[config.mk]
export PLATFORM = sky130hd
export DESIGN_NAME = timer_display_scan
export DESIGN_NICKNAME = d
export VERILOG_FILES = /design/src/rtl/timer_display_scan_pkg.sv /design/src/rtl/timer_display_scan_seg7_decode.sv /design/src/rtl/timer_display_scan.sv
export SDC_FILE = /design/constraint.sdc
export NUM_CORES = 1
export LEC_CHECK = 0
export BUFFER_PORTS_ARGS = -buffer_cell sky130_fd_sc_hd__buf_2
export CORE_ASPECT_RATIO = 1.1
export CORE_MARGIN = 10
export CORE_UTILIZATION = 45
export CTS_CLUSTER_SIZE = 12
export DETAILED_ROUTE_END_ITERATION = 8
export PLACE_DENSITY = 0.7
export RECOVER_POWER = 50
export SYNTH_ARGS = -nofsm -noshare
export SYNTH_HDL_FRONTEND = slang
export SYNTH_SLANG_ARGS = --single-unit
export TNS_END_PERCENT = 50
[constraint.sdc]
create_clock -name clk_in -period 4.25 [get_ports clk_in]
set_input_delay 0.425 -clock clk_in [delete_from_list [all_inputs] [get_ports clk_in]]
set_output_delay 0.425 -clock clk_in [all_outputs]
set_load 0.05 [all_outputs]
[src/rtl/timer_display_scan_pkg.sv]
// Shared types and constants for the timer display path: conversion FSM states,
// decade weights and active-low seven-segment patterns.
package timer_display_scan_pkg;

  typedef enum logic [2:0] {
    ST_LOAD,
    ST_D3,
    ST_D2,
    ST_D1,
    ST_COMMIT
  } conv_state_e;

  localparam logic [13:0] W_MIN   = 14'd600;
  localparam logic [13:0] W_SEC10 = 14'd100;
  localparam logic [13:0] W_SEC1  = 14'd10;

  // Segment order is {g,f,e,d,c,b,a}; a 0 lights the segment.
  localparam logic [6:0] SEG_0    = 7'h40;
  localparam logic [6:0] SEG_1    = 7'h79;
  localparam logic [6:0] SEG_2    = 7'h24;
  localparam logic [6:0] SEG_3    = 7'h30;
  localparam logic [6:0] SEG_4    = 7'h19;
  localparam logic [6:0] SEG_5    = 7'h12;
  localparam logic [6:0] SEG_6    = 7'h02;
  localparam logic [6:0] SEG_7    = 7'h78;
  localparam logic [6:0] SEG_8    = 7'h00;
  localparam logic [6:0] SEG_9    = 7'h10;
  localparam logic [6:0] SEG_DASH = 7'h3F;

  localparam logic [7:0]  DP_MASK      = 8'h80;
  localparam logic [15:0] DIGITS_BLANK = 16'hFFFF;

  function automatic logic [6:0] seg_pattern(input logic [3:0] digit);
    logic [6:0] pat;
    case (digit)
      4'd0:    pat = SEG_0;
      4'd1:    pat = SEG_1;
      4'd2:    pat = SEG_2;
      4'd3:    pat = SEG_3;
      4'd4:    pat = SEG_4;
      4'd5:    pat = SEG_5;
      4'd6:    pat = SEG_6;
      4'd7:    pat = SEG_7;
      4'd8:    pat = SEG_8;
      4'd9:    pat = SEG_9;
      default: pat = SEG_DASH;
    endcase
    return pat;
  endfunction

endpackage

[src/rtl/timer_display_scan_seg7_decode.sv]
// Combinational BCD digit to active-low seven-segment decoder; blank shows a dash.
module seg7_decode
  import timer_display_scan_pkg::*;
(
  input  logic [3:0] digit_i,
  input  logic       blank_i,
  output logic [6:0] seg_o
);

  always_comb begin
    seg_o = blank_i ? SEG_DASH : seg_pattern(digit_i);
  end

endmodule

[src/rtl/timer_display_scan.sv]
// Converts the tenths-of-second timer count to M:SS.T digits by repeated subtraction
// and scans them onto a 4-digit common-anode seven-segment display.
module timer_display_scan
  import timer_display_scan_pkg::*;
#(
  parameter int SCAN_DIV  = 50000,
  parameter int MAX_COUNT = 5999
) (
  input  logic        clk_in,
  input  logic        rst_n,
  input  logic [13:0] count_in,
  output logic [7:0]  seg_out,
  output logic [3:0]  dig_sel,
  output logic [15:0] digits_bcd,
  output logic        conv_done
);

  localparam int              DIV_W    = (SCAN_DIV > 1) ? $clog2(SCAN_DIV) : 1;
  localparam logic [DIV_W-1:0] DIV_LAST = DIV_W'(SCAN_DIV - 1);
  localparam logic [13:0]      MAX_CNT  = 14'(MAX_COUNT);

  conv_state_e state_q, state_d;
  logic [13:0] rem_q, rem_d;
  logic [3:0]  min_q, min_d;
  logic [3:0]  sec10_q, sec10_d;
  logic [3:0]  sec1_q, sec1_d;
  logic        blank_pend_q, blank_pend_d;
  logic [15:0] digits_q, digits_d;
  logic        blank_q, blank_d;
  logic        conv_done_q, conv_done_d;

  logic [DIV_W-1:0] div_q, div_d;
  logic [1:0]       idx_q, idx_d;
  logic [7:0]       seg_q, seg_d;
  logic [3:0]       sel_q, sel_d;

  logic [13:0] weight;
  logic        rem_ge;
  logic [3:0]  scan_digit;
  logic [6:0]  seg_raw;

  always_comb begin
    case (state_q)
      ST_D2:   weight = W_SEC10;
      ST_D1:   weight = W_SEC1;
      default: weight = W_MIN;
    endcase
    rem_ge = (rem_q >= weight);
  end

  // Each digit state subtracts its weight until the remainder drops below it.
  always_comb begin
    state_d      = state_q;
    rem_d        = rem_q;
    min_d        = min_q;
    sec10_d      = sec10_q;
    sec1_d       = sec1_q;
    blank_pend_d = blank_pend_q;
    digits_d     = digits_q;
    blank_d      = blank_q;
    conv_done_d  = 1'b0;
    case (state_q)
      ST_LOAD: begin
        rem_d        = count_in;
        min_d        = 4'd0;
        sec10_d      = 4'd0;
        sec1_d       = 4'd0;
        blank_pend_d = (count_in > MAX_CNT);
        state_d      = (count_in > MAX_CNT) ? ST_COMMIT : ST_D3;
      end
      ST_D3: begin
        if (rem_ge) begin
          rem_d = rem_q - weight;
          min_d = min_q + 4'd1;
        end else begin
          state_d = ST_D2;
        end
      end
      ST_D2: begin
        if (rem_ge) begin
          rem_d   = rem_q - weight;
          sec10_d = sec10_q + 4'd1;
        end else begin
          state_d = ST_D1;
        end
      end
      ST_D1: begin
        if (rem_ge) begin
          rem_d  = rem_q - weight;
          sec1_d = sec1_q + 4'd1;
        end else begin
          state_d = ST_COMMIT;
        end
      end
      ST_COMMIT: begin
        conv_done_d = 1'b1;
        if (blank_pend_q) begin
          digits_d = DIGITS_BLANK;
          blank_d  = 1'b1;
        end else begin
          digits_d = {min_q, sec10_q, sec1_q, rem_q[3:0]};
          blank_d  = 1'b0;
        end
        state_d = ST_LOAD;
      end
      default: state_d = ST_LOAD;
    endcase
  end

  always_comb begin
    div_d = div_q + 1'b1;
    idx_d = idx_q;
    if (div_q == DIV_LAST) begin
      div_d = '0;
      idx_d = idx_q + 2'd1;
    end
    case (idx_q)
      2'd0:    scan_digit = digits_q[3:0];
      2'd1:    scan_digit = digits_q[7:4];
      2'd2:    scan_digit = digits_q[11:8];
      default: scan_digit = digits_q[15:12];
    endcase
  end

  seg7_decode u_seg7_decode (
    .digit_i (scan_digit),
    .blank_i (blank_q),
    .seg_o   (seg_raw)
  );

  // Decimal points sit on the odd indices to read M.SS.T; dashes carry no point.
  always_comb begin
    seg_d = {1'b1, seg_raw};
    if (!blank_q && idx_q[0]) begin
      seg_d = seg_d & ~DP_MASK;
    end
    sel_d = ~(4'b0001 << idx_q);
  end

  always_ff @(posedge clk_in or negedge rst_n) begin
    if (!rst_n) begin
      state_q      <= ST_LOAD;
      rem_q        <= '0;
      min_q        <= '0;
      sec10_q      <= '0;
      sec1_q       <= '0;
      blank_pend_q <= 1'b0;
      digits_q     <= '0;
      blank_q      <= 1'b0;
      conv_done_q  <= 1'b0;
      div_q        <= '0;
      idx_q        <= '0;
      seg_q        <= 8'hFF;
      sel_q        <= 4'hF;
    end else begin
      state_q      <= state_d;
      rem_q        <= rem_d;
      min_q        <= min_d;
      sec10_q      <= sec10_d;
      sec1_q       <= sec1_d;
      blank_pend_q <= blank_pend_d;
      digits_q     <= digits_d;
      blank_q      <= blank_d;
      conv_done_q  <= conv_done_d;
      div_q        <= div_d;
      idx_q        <= idx_d;
      seg_q        <= seg_d;
      sel_q        <= sel_d;
    end
  end

  assign seg_out    = seg_q;
  assign dig_sel    = sel_q;
  assign digits_bcd = digits_q;
  assign conv_done  = conv_done_q;

endmodule

### Yosys cells after proc, flatten, opt, wreduce, memory -nomap -nowiden

Memory sizes are Yosys's and may differ from the RTL's.
Index checks and enable logic that the tools add are counted.

| storage, ports and cells | value |
|---|---|
| flip-flop bits (word level) | 78 |
| bits in read-only memories | 112 |
| input port bits | 16 |
| output and inout port bits | 29 |
| memories | 1 |

| cells by class | value |
|---|---|
| add/sub/neg operators | 6 |
| $lt $le $gt $ge | 2 |
| eq/ne operators | 14 |
| shift operators | 1 |
| muxes and demuxes | 21 |
| bitwise operators | 1 |
| reductions and logical operators | 14 |

Memory list:

| name | depth | bits a word | read ports | clocked after memory_dff | write ports | line | text |
|---|---|---|---|---|---|---|---|
| (no name shown) | 16 | 7 | 1 | 0 | 0 | timer_display_scan_pkg.sv:35 | `case (digit)` |

Operators by type and width:

| kind | count |
|---|---|
| 16-bit two-way mux | 2 |
| 14-bit one-hot mux with 2 select lines | 1 |
| 4-bit one-hot mux with 2 select lines | 3 |
| 10-bit one-hot mux with 2 select lines | 1 |
| 16-bit by 1-bit adder with 16-bit output, second input constant | 1 |
| 16-bit == test, second input constant | 1 |
| 14-bit greater-or-equal comparator | 1 |
| 14-bit by 13-bit greater-than comparator with 1-bit output, second input constant | 1 |
| 14-bit two-way mux | 1 |
| 14-bit subtractor | 1 |
| 4-bit by 1-bit adder with 4-bit output, second input constant | 3 |
| 3-bit two-way mux | 4 |
| 4-bit two-way mux | 3 |
| 2-bit inequality test, second input constant | 6 |
| 3-bit one-hot mux with 4 select lines | 1 |
| 4-bit one-hot mux with 3 select lines | 1 |
| 8-bit two-way mux | 1 |
| 2-bit AND reduction | 4 |
| 2-bit nonzero test | 4 |
| 7-bit two-way mux | 1 |
| 3-bit by 2-bit == test with 1-bit output, second input constant | 2 |
| 4-bit inverter | 1 |
| 1-bit by 2-bit left shift with 4-bit output, first input constant | 1 |
| 3-bit by 1-bit == test with 1-bit output, second input constant | 1 |
| 12 further kinds | 13 |

### Longest topological paths before layout

Gate-level depths: netlist of the first run.

| logic depth | value |
|---|---|
| depth in word-level cells | 5 |
| mapped depth | 14 |
| gate-level depth less buffers | 12 |

### Cells and area by module

From an unflattened synthesis of the first run, not the netlist that was laid out.

| second synthesis, totals | value |
|---|---|
| cell total of the unflattened synthesis | 446 |
| area total of the unflattened synthesis | 4,297.9 um2 |

By module, submodules not included:

| module | times used | cells an instance | area each (um2) | sequential area each (um2) |
|---|---|---|---|---|
| timer_display_scan | 1 | 411 | 4,067.7 | 1,966.9 |
| seg7_decode | 1 | 35 | 230.2 | 0.0 |

### Worst setup path after synthesis of the first run

Ideal clock, no wire load.

| timing | value |
|---|---|
| kind | register -> register |
| from | reg state_q[2] |
| to | reg min_q[2] |
| setup time | 0.121 ns |
| data arrival time | 2.640 ns |
| path slack | 1.489 ns |
| cell stages (with the launch flop) | 13 |
| buffers on the path | 1 |
| clock period less this slack | 2.761 ns |
| cells stage by stage | dfrtp_1 clkbuf_1 nand2b_1 inv_1 nand2b_1 inv_1 ha_1 a21oi_1 a21oi_1 o32a_4 o21ai_0 mux2_2 a22o_1 |

| on the way | value |
|---|---|
| word-level cells in the longest chain between the ends | 5 |
| elaborated cells between the ends (all ways) | 10 |
| those cells by class | 1 x order compare; 4 x eq/ne; 2 x mux; 3 x reduce/logical |

RTL lines:

| element | line | text |
|---|---|---|
| start: declaration | timer_display_scan.sv:22 | `conv_state_e state_q, state_d;` |
| start signal: assignment | timer_display_scan.sv:156 | `state_q <= state_d;` |
| 3-bit by 2-bit == test with 1-bit output | timer_display_scan.sv:43 | `case (state_q)` |
| 10-bit one-hot mux with 2 select lines | timer_display_scan.sv:43 |  |
| 14-bit greater-or-equal comparator | timer_display_scan.sv:48 | `rem_ge = (rem_q >= weight);` |
| 2-bit inequality test (no line) | n/a |  |
| 2-bit AND reduction (no line) | n/a |  |
| end signal: assignment | timer_display_scan.sv:158 | `min_q <= min_d;` |
| end: declaration | timer_display_scan.sv:24 | `logic [3:0] min_q, min_d;` |

Several ways; a longest one is shown, not always the timed one.
A chain may end at the register's enable or synchronous reset.

### Final worst setup path of the first run

| timing | value |
|---|---|
| from | reg state_q[2] |
| to | reg sec10_q[3] |

| on the way | value |
|---|---|
| word-level cells in the longest chain between the ends | 5 |
| elaborated cells between the ends (all ways) | 9 |
| those cells by class | 1 x order compare; 3 x eq/ne; 2 x mux; 3 x reduce/logical |

RTL lines:

| element | line | text |
|---|---|---|
| 3-bit by 2-bit == test with 1-bit output, on equally long branches | timer_display_scan.sv:43, timer_display_scan.sv:62 |  |
| 10-bit one-hot mux with 2 select lines | timer_display_scan.sv:43 |  |
| 14-bit greater-or-equal comparator | timer_display_scan.sv:48 |  |
| 2-bit inequality test (no line) | n/a |  |
| 2-bit AND reduction (no line) | n/a |  |
| end signal: assignment | timer_display_scan.sv:145 | `sec10_q <= '0;` |
| end signal: assignment | timer_display_scan.sv:159 | `sec10_q <= sec10_d;` |
| end: declaration | timer_display_scan.sv:25 | `logic [3:0] sec10_q, sec10_d;` |

Several ways; a longest one is shown, not always the timed one.

==> results of run 1 <==
-- cell families after synthesis --
family | Yosys count | synth area share
xor gates and xnor gates | 16 | 0.0338
DFF | 78 | 0.474
and+or+nand+nor | 181 | 0.209
muxes | 9 | 0.0232
buffers and inverters | 41 | 0.0428
AOI/OAI and AO/OA | 96 | 0.148
adders and majority gates | 22 | 0.0682
-- worst max-delay path, stage by stage (launching register included) --
cell	delay, ns
dfrtp_1	0.49
nand2b_1	0.16
inv_1	0.09
nand2_1	0.15
inv_1	0.06
ha_1	0.39
nand3_1	0.13
or4_1	0.54
nand2_1	0.18
or2_1	0.33
a21oi_4	0.10
a211o_1	0.31
-- power by group --
group          internal (mW)  switching [mW]
clock                  0.290           0.286
sequential             0.966           0.220
combinational          0.563            1.16
total                   1.82            1.66
-- flip-flops by register name (all words and copies together) (netlist names), 4 cells and up --
name        flops
dig_sel         4
digits_bcd     16
div_q          16
min_q           4
rem_q          14
sec10_q         4
sec1_q          4
seg_out         8
-- cell usage in the layout (no fill, tap or decap), drive strengths merged, types with 2 or more instances in the layout --
master	count
mux2i	4
a211oi	2
dfstp	12
xnor2	8
nor3	8
xor2	8
a21o	2
clkbuf	15
nand4	5
a31oi	6
or4	4
nor2	55
buf	40
a22o	3
a21oi	28
nand3	33
a32oi	2
nor2b	4
nand2b	9
o21bai	2
o21ai	32
inv	23
mux2	5
nand2	38
or3	3
clkinv	3
o211ai	2
nand3b	2
and3	5
o41ai	2
ha	21
dfrtp	66
a222oi	4
o31ai	2
or2	5
nor4	5
-- layout make-up --
class | instances | share of cell area
multi-input combinational | 324 | 0.433
sequential | 78 | 0.425
timing repair buffer | 45 | 0.0482
tap | 114 | 0.0309
clock buffer | 10 | 0.0298
inverter | 22 | 0.0179
clock inverter | 6 | 0.0149
-- path summary, 6_finish.rpt --
check / start / endpoint / slack (ns) / cells after the start
min reg2reg: div_q[0]$_DFF_PN0_ / div_q[0]$_DFF_PN0_ / 0.48 / 1
min: count_in[0] / rem_q[0]$_DFFE_PN0P_ / 0.29 / 3
min in group asynchronous: rst_n / digits_bcd[10]$_DFFE_PN0P_ / 0.59 / 1
max reg2reg: state_q[2]$_DFFE_PN0P_ / sec10_q[3]$_DFFE_PN0P_ / 1.20 / 11
max: state_q[2]$_DFFE_PN0P_ / sec10_q[3]$_DFFE_PN0P_ / 1.20 / 11
max in group asynchronous: rst_n / min_q[1]$_DFFE_PN0P_ / 2.55 / 1
-- metrics by stage --
step / std cells / area [sq um] / total power [mW]
detailed placement: 583 / 4420 / 2.92
global route: 599 / 4620 / 3.77
finish: 599 / 4620 / 3.48
CTS: 599 / 4630 / 3.50
global placement: 583 / 4420 / 2.88
floorplan: 443 / 4150 / 2.54
-- per-layer routing --
metal / track usage / routed length, um
met5: 0 / 0
met1: 0.179 / 4240
met2: 0.213 / 4070
met4: 0.0482 / 129
met3: 0.0346 / 579
==> run_results.csv, run 1 <==
group,metric,value,unit
floorplanning,chipHeight,121,um
routing,drtPass1Iterations,5,
cts,htreeDepth,3,
cts,clock_sinks,78,
logic_synthesis,synth_seq_area_share,0.474,
worst_setup_path,worstPathRequired,4.48,ns
layout,n_antenna_cell,0,
global_route,grt_max_degree,79,
cts,clk_pin_slew,0.09,ns
layout,finish.utilization,0.518,
global_route,grt_pass1_wl,15.7,mm
worst_setup_path,cp_max_fo,10,
global_route,gr-usage-all-layers,0.136,
logic_synthesis,synthArstFlopShare,1.00,
layout,num-nets-final,518,
routing,routed_wirelength,9.02,mm
floorplanning,pin_count,45,
cts,cts_resized,0,
pwr,max-vdd-ir-drop,0.427,mV
worst_setup_path,end_kind,"register",
worst_setup_path,arrival,3.28,ns
pwr,power_leakage,2.10,nW
pwr,power_density,753,nW/um^2
routing,wl_per_cell,15.1,um
sta,hold_ws,0.292,ns
logic_synthesis,synth_ff_type,"dfrtp_1",
worst_hold_path,hold_path_class,"in2reg",
cts,clock_path_buffers,2,
floorplanning,core.rowCount,36,
routing,viasPerCell,5.51,
cts,cts_hold_buffers,0,
layout,syn2layout_area_growth,11.5,%
worst_setup_path,critical_path_class,"reg2reg",
sta,finClkSkew,0.0126,ns
logic_synthesis,synth_warnings,0,
logic_synthesis,synthTopCellsByArea,"dfrtp_1, dfstp_2, ha_1",
job,drv_cap,1,
routing,vias,3301,
logic_synthesis,synth_most_common_cell,"dfrtp_1",
layout,multi_input_area,2000,sq um
placement,dp_hpwl,6.63,mm
routing,drc,0,
floorplanning,dieArea,13500,sq um
sta,finalWorstSetupSlack,1.20,ns
sta,rsz0062_at_grt,"no",
logic_synthesis,avgSynthCellArea,9.36,sq um
status,status,"finished, violations left",
cts,insertion_delay,0.35,ns
sta,finalHoldViolations,0,
sta,min_period,3.05,ns
floorplanning,die_w,112,um
floorplanning,start_util,0.465,
sta,setup_viol,0,
cts,post-cts-setup-buffers,0,
global_route,grt_overflow,0,
global_route,grt_pass1_vias,3265,
sta,tightest_slew,1.89,ns
logic_synthesis,yosysTopAreaCellShare,0.398,
logic_synthesis,syn_area,4150,sq um
placement,port_buffers,44,
logic_synthesis,synth_fp_nets,481,
logic_synthesis,synth_top_area_cell,"dfrtp_1",
global_route,antenna_found_initial,0,
routing,drt_iter0_markers,169,
placement,post-place-ws,1.25,ns
layout,drive_gt1_frac,0.169,
routing,antenna_left,0,
floorplanning,core,8920,sq um
layout,seq_area,1970,sq um
logic_synthesis,synth_enable_flop_cells,0,
sta,maxSlewHeadroom,-0.261,
status,violations,"capacitance limit, slew limit",
layout,n_fill_cell,838,
placement,gpl.final_weighted_congestion,0.849,
cts,cts_tree,"done",
logic_synthesis,yosys-top-cells-count,"dfrtp_1, nor2_1, nand2_1, nand3_1, o21ai_0",
sta,finalCritPeriodShare,0.718,
sta,drv_slew,79,
sta,fmax,328,MHz
logic_synthesis,syn_inst,443,
cts,cts_buffers,9,
logic_synthesis,synth_cell_types,56,
cts,root_buffer,"clkbuf_8",
logic_synthesis,ys_seq_elements,78,
worst_setup_path,cp-start-kind,"register",
sta,timing.setup.tns,0,ns
Note: power is estimated with default switching activity, not from simulation.
==> run 2: changes to the inputs <==
==> constraint.sdc (replaced) <==
create_clock -name clk_in -period 3.09 [get_ports clk_in]
set_input_delay 0.309 -clock clk_in [delete_from_list [all_inputs] [get_ports clk_in]]
set_output_delay 0.309 -clock clk_in [all_outputs]
set_load 0.05 [all_outputs]
==> run 2 against run 1 <==
Hold slack got worse by 0.13 ns. Routed wire length up 0.84%. Clock skew is 0.0025 ns lower. Largest cell class unchanged. Setup slack got worse by 0.97 ns. Non-clock buffer count is 4 higher. Sequential share of layout area is 0.17 points lower. Flip-flop and latch count did not move. Critical endpoint unchanged. The run still ends with capacitance limit, slew limit left. Design area is 0.41% higher. Combinational power rose by 42%. Die area is the same. Highest routed layer unchanged. First-iteration DRC count rose by 57%.
==> run_results.csv, run 2 (same netlist as run 1, synthesis figures left out) <==
group,metric,value,unit
status,violations,"capacitance limit, slew limit",
sta,maxSlewHeadroom,-0.238,
worst_setup_path,end_kind,"register",
worst_setup_path,crit_chain,"nand2b_1 -> inv_1 -> nand2_1 -> inv_1 -> ha_1 -> nand3_1 -> or4_1 -> nand2_1 -> or2_4 -> a21oi_4 -> a211o_1",
routing,routed_wirelength,9.09,mm
sta,min_period,2.86,ns
layout,seq_area,1970,sq um
layout,multi_input_area,2010,sq um
floorplanning,start_util,0.465,
layout,n_antenna_cell,0,
routing,drt_iter0_markers,265,
worst_setup_path,arrival,3.12,ns
job,drv_cap,1,
layout,n_fill_cell,833,
global_route,grt_pass1_wl,15.6,mm
worst_setup_path,worstPathRequired,3.35,ns
cts,post-cts-setup-buffers,0,
floorplanning,chipHeight,121,um
floorplanning,dieArea,13500,sq um
global_route,antenna_found_initial,0,
routing,drc,0,
pwr,power_leakage,2.12,nW
routing,vias,3292,
global_route,grt_pass1_vias,3241,
worst_setup_path,critPathBufInv,2,
sta,drv_slew,79,
layout,fin_cells,603,
status,status,"finished, violations left",
floorplanning,core.rowCount,36,
worst_hold_path,min-delay-start,"count_in[0]",
layout,drive_gt1_frac,0.178,
worst_setup_path,cp-start-kind,"register",
floorplanning,die_w,112,um
sta,fmax,349,MHz
worst_setup_path,cp_max_fo,8,
pwr,max-vdd-ir-drop,0.494,mV
sta,rsz0062_at_grt,"no",
placement,port_buffers,44,
cts,root_buffer,"clkbuf_8",
sta,finalCritPeriodShare,0.927,
cts,clock_path_buffers,2,
layout,final_common_cell,"dfrtp_1",
cts,insertion_delay,0.37,ns
routing,viasPerCell,5.46,
worst_setup_path,critical_path_class,"reg2reg",
worst_setup_path,cp_slowest_cell,"or4_1",
placement,dp_hpwl,6.62,mm
placement,post-place-ws,0.158,ns
layout,final_cell_mix,"dfrtp_1, nor2_1, nand2_1, buf_2, nand3_1",
routing,drtPass1Iterations,5,
global_route,grt_max_degree,79,
routing,antenna_left,0,
sta,finalWorstSetupSlack,0.226,ns
worst_hold_path,hold_path_class,"in2reg",
routing,wl_per_cell,15.1,um
cts,clock_sinks,78,
sta,tightest_slew,1.86,ns
cts,clk_pin_slew,0.09,ns
placement,dpl_cell_area,4450,sq um
worst_setup_path,critPathTopFamily,"simple AND/OR/NAND/NOR gates",
worst_setup_path,r2r-start,"state_q[1]$_DFFE_PN0P_",
floorplanning,core,8920,sq um
floorplanning,pin_count,45,
worst_setup_path,critical-path-max-stage-delay,0.54,ns
sta,setup_viol,0,
layout,syn2layout_area_growth,11.9,%
worst_setup_path,startpoint,"state_q[1]$_DFFE_PN0P_",
cts,cts_buffers,9,
cts,cts_tree,"done",
pwr,power_density,1030,nW/um^2
global_route,grt_overflow,0,
layout,design_area,4640,sq um
cts,htreeDepth,3,
placement,dpl.cell_count,587,
layout,num-nets-final,522,
global_route,gr-usage-all-layers,0.137,
placement,gpl.final_weighted_congestion,0.885,
sta,finalHoldViolations,0,
sta,finClkSkew,0.0101,ns
sta,timing.setup.tns,0,ns
-- run 2: final cells by class --
cell class	instances	area share
inverters	22	0.0178
flip-flops and latches	78	0.424
repair buffers	49	0.0542
multi-input cells	324	0.433
clock buffers	9	0.0267
well taps	114	0.0307
clock inverters	7	0.0135
-- run 2: path summary, 6_finish.rpt --
path	endpoint	slack, ns	depth (start not counted)
worst max-delay path	sec10_q[3]$_DFFE_PN0P_	0.23	11
worst min-delay path	rem_q[0]$_DFFE_PN0P_	0.16	3
worst max register to register	sec10_q[3]$_DFFE_PN0P_	0.23	11
worst min register to register	div_q[0]$_DFF_PN0_	0.49	1
max in group asynchronous	sec1_q[2]$_DFFE_PN0P_	1.57	1
min in group asynchronous	div_q[11]$_DFF_PN0_	0.44	1
-- run 2: repair_timing --
item / in CTS / in global routing
gates resized for setup: 0 / 2
setup endpoints to repair: 0 / 9
hold buffers: 0 / 0
-- run 2: power by group --
| group | leakage [nW] | internal [mW] | switching, mW |
|---|---|---|---|
| Sequential | 0.944 | 1.33 | 0.282 |
| Clock | 0.0931 | 0.310 | 0.430 |
| Combinational | 1.08 | 0.812 | 1.63 |
-- run 2: per-layer routing --
metal | global-route usage | share of wire
met1 | 0.182 | 0.48
met2 | 0.209 | 0.44
met3 | 0.0331 | 0.059
met4 | 0.0603 | 0.018
met5 | 0 | 0
-- run 2: worst register-to-register path: stages, from the launching register on --
cell      delay (ns)
dfrtp_1         0.44
nand2b_1        0.13
inv_1           0.12
nand2_1         0.16
inv_1           0.06
ha_1            0.37
nand3_1         0.12
or4_1           0.54
nand2_1         0.20
or2_4           0.23
a21oi_4         0.08
a211o_1         0.31
-- run 2: stage by stage --
step / utilization / hold slack (ns) / total power [mW]
after detailed placement: 0.499 / 0.478 / 4.04
after global routing: 0.520 / 0.184 / 5.17
after global placement: 0.499 / 0.471 / 4.00
final: 0.520 / 0.159 / 4.79
after CTS: 0.520 / 0.125 / 4.79
after floorplan: - / 0.0134 / 3.49
==> run 3: changes to the inputs <==
--- a/config.mk
+++ b/config.mk
@@ -5,13 +5,13 @@
 export SDC_FILE = /design/constraint.sdc
 export NUM_CORES = 1
 export LEC_CHECK = 0
-export BUFFER_PORTS_ARGS = -buffer_cell sky130_fd_sc_hd__buf_2
 export CORE_ASPECT_RATIO = 1.1
 export CORE_MARGIN = 10
 export CORE_UTILIZATION = 45
 export CTS_CLUSTER_SIZE = 12
 export DETAILED_ROUTE_END_ITERATION = 8
-export PLACE_DENSITY = 0.7
+export DONT_BUFFER_PORTS = 1
+export PLACE_DENSITY = 0.66
 export RECOVER_POWER = 50
 export SYNTH_ARGS = -nofsm -noshare
 export SYNTH_HDL_FRONTEND = slang
==> constraint.sdc (replaced) <==
create_clock -name clk_in -period 3.1 [get_ports clk_in]
set_input_delay 0.31 -clock clk_in [delete_from_list [all_inputs] [get_ports clk_in]]
set_output_delay 0.31 -clock clk_in [all_outputs]
set_load 0.05 [all_outputs]
==> run 3 against run 2 <==
The run still ends with capacitance limit, slew limit left. Utilization is 1.8 points lower. Register-to-register slack better by 0.02 ns. Largest power group is now registers. Flip-flop and latch count stayed put. Fmax is 0.22% higher. Clock power is 17% higher. Die area stayed put. Power hardly changed. Routed wire length is 0.69% higher. Final cell count is 6.6% lower. Hold slack worse by 0.094 ns. Setup slack better by 0.016 ns.
==> run_results.csv, run 3 (same netlist as run 1, synthesis figures left out) <==
group,metric,value,unit
floorplanning,start_util,0.465,
worst_setup_path,worstPathRequired,3.35,ns
layout,final_common_cell,"dfrtp_1",
floorplanning,core.rowCount,36,
sta,finalCritPeriodShare,0.922,
global_route,grt_max_degree,79,
floorplanning,chipHeight,121,um
sta,min_period,2.86,ns
cts,clock_path_buffers,2,
worst_setup_path,end_kind,"register",
worst_setup_path,critical_path_class,"reg2reg",
routing,viasPerCell,5.67,
worst_setup_path,critPathBufInv,2,
pwr,power_leakage,2.00,nW
floorplanning,core,8920,sq um
placement,gpl.final_weighted_congestion,0.887,
pwr,power.total,4.79,mW
sta,maxSlewHeadroom,-0.277,
layout,syn2layout_area_growth,8.12,%
status,status,"finished, violations left",
worst_setup_path,critPathTopFamily,"compound AO/OA/AOI/OAI gates",
layout,drive_gt1_frac,0.102,
floorplanning,dieArea,13500,sq um
job,drv_cap,1,
worst_setup_path,arrival,3.11,ns
layout,final_cell_mix,"dfrtp_1, nor2_1, nand2_1",
worst_setup_path,crit_chain,"nand2b_1 -> inv_1 -> nand2b_1 -> inv_1 -> ha_1 -> a21oi_1 -> a21oi_1 -> o32a_4 -> o21ai_0 -> mux2_2 -> a22o_1",
sta,drv_slew,79,
routing,wl_per_cell,16.3,um
global_route,grt_overflow,0,
floorplanning,pin_count,45,
worst_setup_path,cp_slowest_cell,"o32a_4",
global_route,grt_pass1_vias,3089,
worst_setup_path,critical-path-max-stage-delay,0.44,ns
routing,drc,0,
sta,rsz0062_at_grt,"no",
routing,drt_iter0_markers,179,
status,violations,"capacitance limit, slew limit",
worst_setup_path,cp-start-kind,"register",
cts,insertion_delay,0.35,ns
routing,drtPass1Iterations,4,
global_route,antenna_found_initial,0,
pwr,max-vdd-ir-drop,0.428,mV
cts,clk_pin_slew,0.08,ns
placement,port_buffers,0,
sta,timing.setup.tns,0,ns
routing,antenna_left,0,
worst_setup_path,cp_max_fo,9,
global_route,gr-usage-all-layers,0.138,
cts,root_buffer,"clkbuf_8",
global_route,grt_pass1_wl,15.6,mm
worst_hold_path,hold_path_class,"in2reg",
sta,finClkSkew,0.00618,ns
pwr,power_density,1070,nW/um^2
placement,dp_hpwl,6.63,mm
floorplanning,die_w,112,um
layout,num-nets-final,482,
sta,tightest_slew,1.92,ns
cts,clock_sinks,78,
sta,setup_viol,0,
sta,finalHoldViolations,0,
cts,cts_tree,"done",
routing,routed_wirelength,9.16,mm
cts,htreeDepth,3,
sta,fmax,350,MHz
cts,cts_buffers,9,
routing,vias,3191,
layout,n_antenna_cell,0,
==> run 3: cell types whose count changed in the layout (fill, tap and decap cells not counted), sizes merged <==
cell and delta:
clkinv -1, clkbuf +1, bufinv +2, buf -38
inv -5, dlygate4sd3 +1
==> run 3: layout make-up <==
| type | instances | area [sq um] |
|---|---|---|
| clock buffer | 13 | 159 |
| multi-input combinational | 324 | 2000 |
| clock inverter | 3 | 67.6 |
| fill | 820 | 4440 |
| timing repair buffer | 9 | 60.1 |
| tap | 114 | 143 |
| inverter | 22 | 82.6 |
| sequential | 78 | 1970 |
==> run 3: worst paths after layout <==
check	cells after the start	from	slack, ns	to
max in group asynchronous	2	rst_n	0.94	div_q[3]$_DFF_PN0_
min	2	count_in[0]	0.06	rem_q[0]$_DFFE_PN0P_
min reg2reg	1	div_q[0]$_DFF_PN0_	0.49	div_q[0]$_DFF_PN0_
max reg2reg	11	state_q[1]$_DFFE_PN0P_	0.24	min_q[2]$_DFFE_PN0P_
min in group asynchronous	2	rst_n	1.05	digits_bcd[9]$_DFFE_PN0P_
max	11	state_q[1]$_DFFE_PN0P_	0.24	min_q[2]$_DFFE_PN0P_
==> run 3: metrics by stage <==
step	worst slack (ns)	std cells	instance area, sq um	utilization	hold slack (ns)
6_report	0.243	563	4480	0.503	0.0644
5_1_grt	0.0409	563	4480	0.503	0.0525
4_1_cts	0.186	563	4510	0.506	0.0509
3_5_place_dp	0.200	545	4250	0.476	0.0184
3_3_place_gp	0.291	545	4250	0.476	0.0183
2_1_floorplan	0.339	443	4150	-	0.0144
==> run 3: what timing repair did <==
action,CTS,global route
resized for setup,0,1
hold buffers,2,0
setup endpoints to repair,0,3
endpoints found under the hold margin,78,0
setup buffers,0,0
==> run 3: report_power, final <==
group,total (mW),switching [mW],internal [mW]
registers,2.05,0.722,1.32
clock network,0.868,0.370,0.498
logic,1.87,1.15,0.724
==> run 3: worst reg2reg max path, delay by kind of cell (launching register included) <==
kind,cells,cell delay (ns)
muxes,1,0.35
buffers and inverters,2,0.16
adders and majority gates,1,0.33
AOI/OAI and AO/OA,5,1.17
DFF,1,0.43
and+or+nand+nor,2,0.30
==> run 3: metal layers <==
layer  share of wire  vias to the layer above  routed length [um]  GRT usage
li1                -                     1555                   -          -
met1            0.45                     1544                4080      0.169
met2            0.46                       79                4180      0.213
met3           0.077                       13                 702     0.0514
met4           0.021                        0                 190     0.0611
met5               0                        -                   0          0
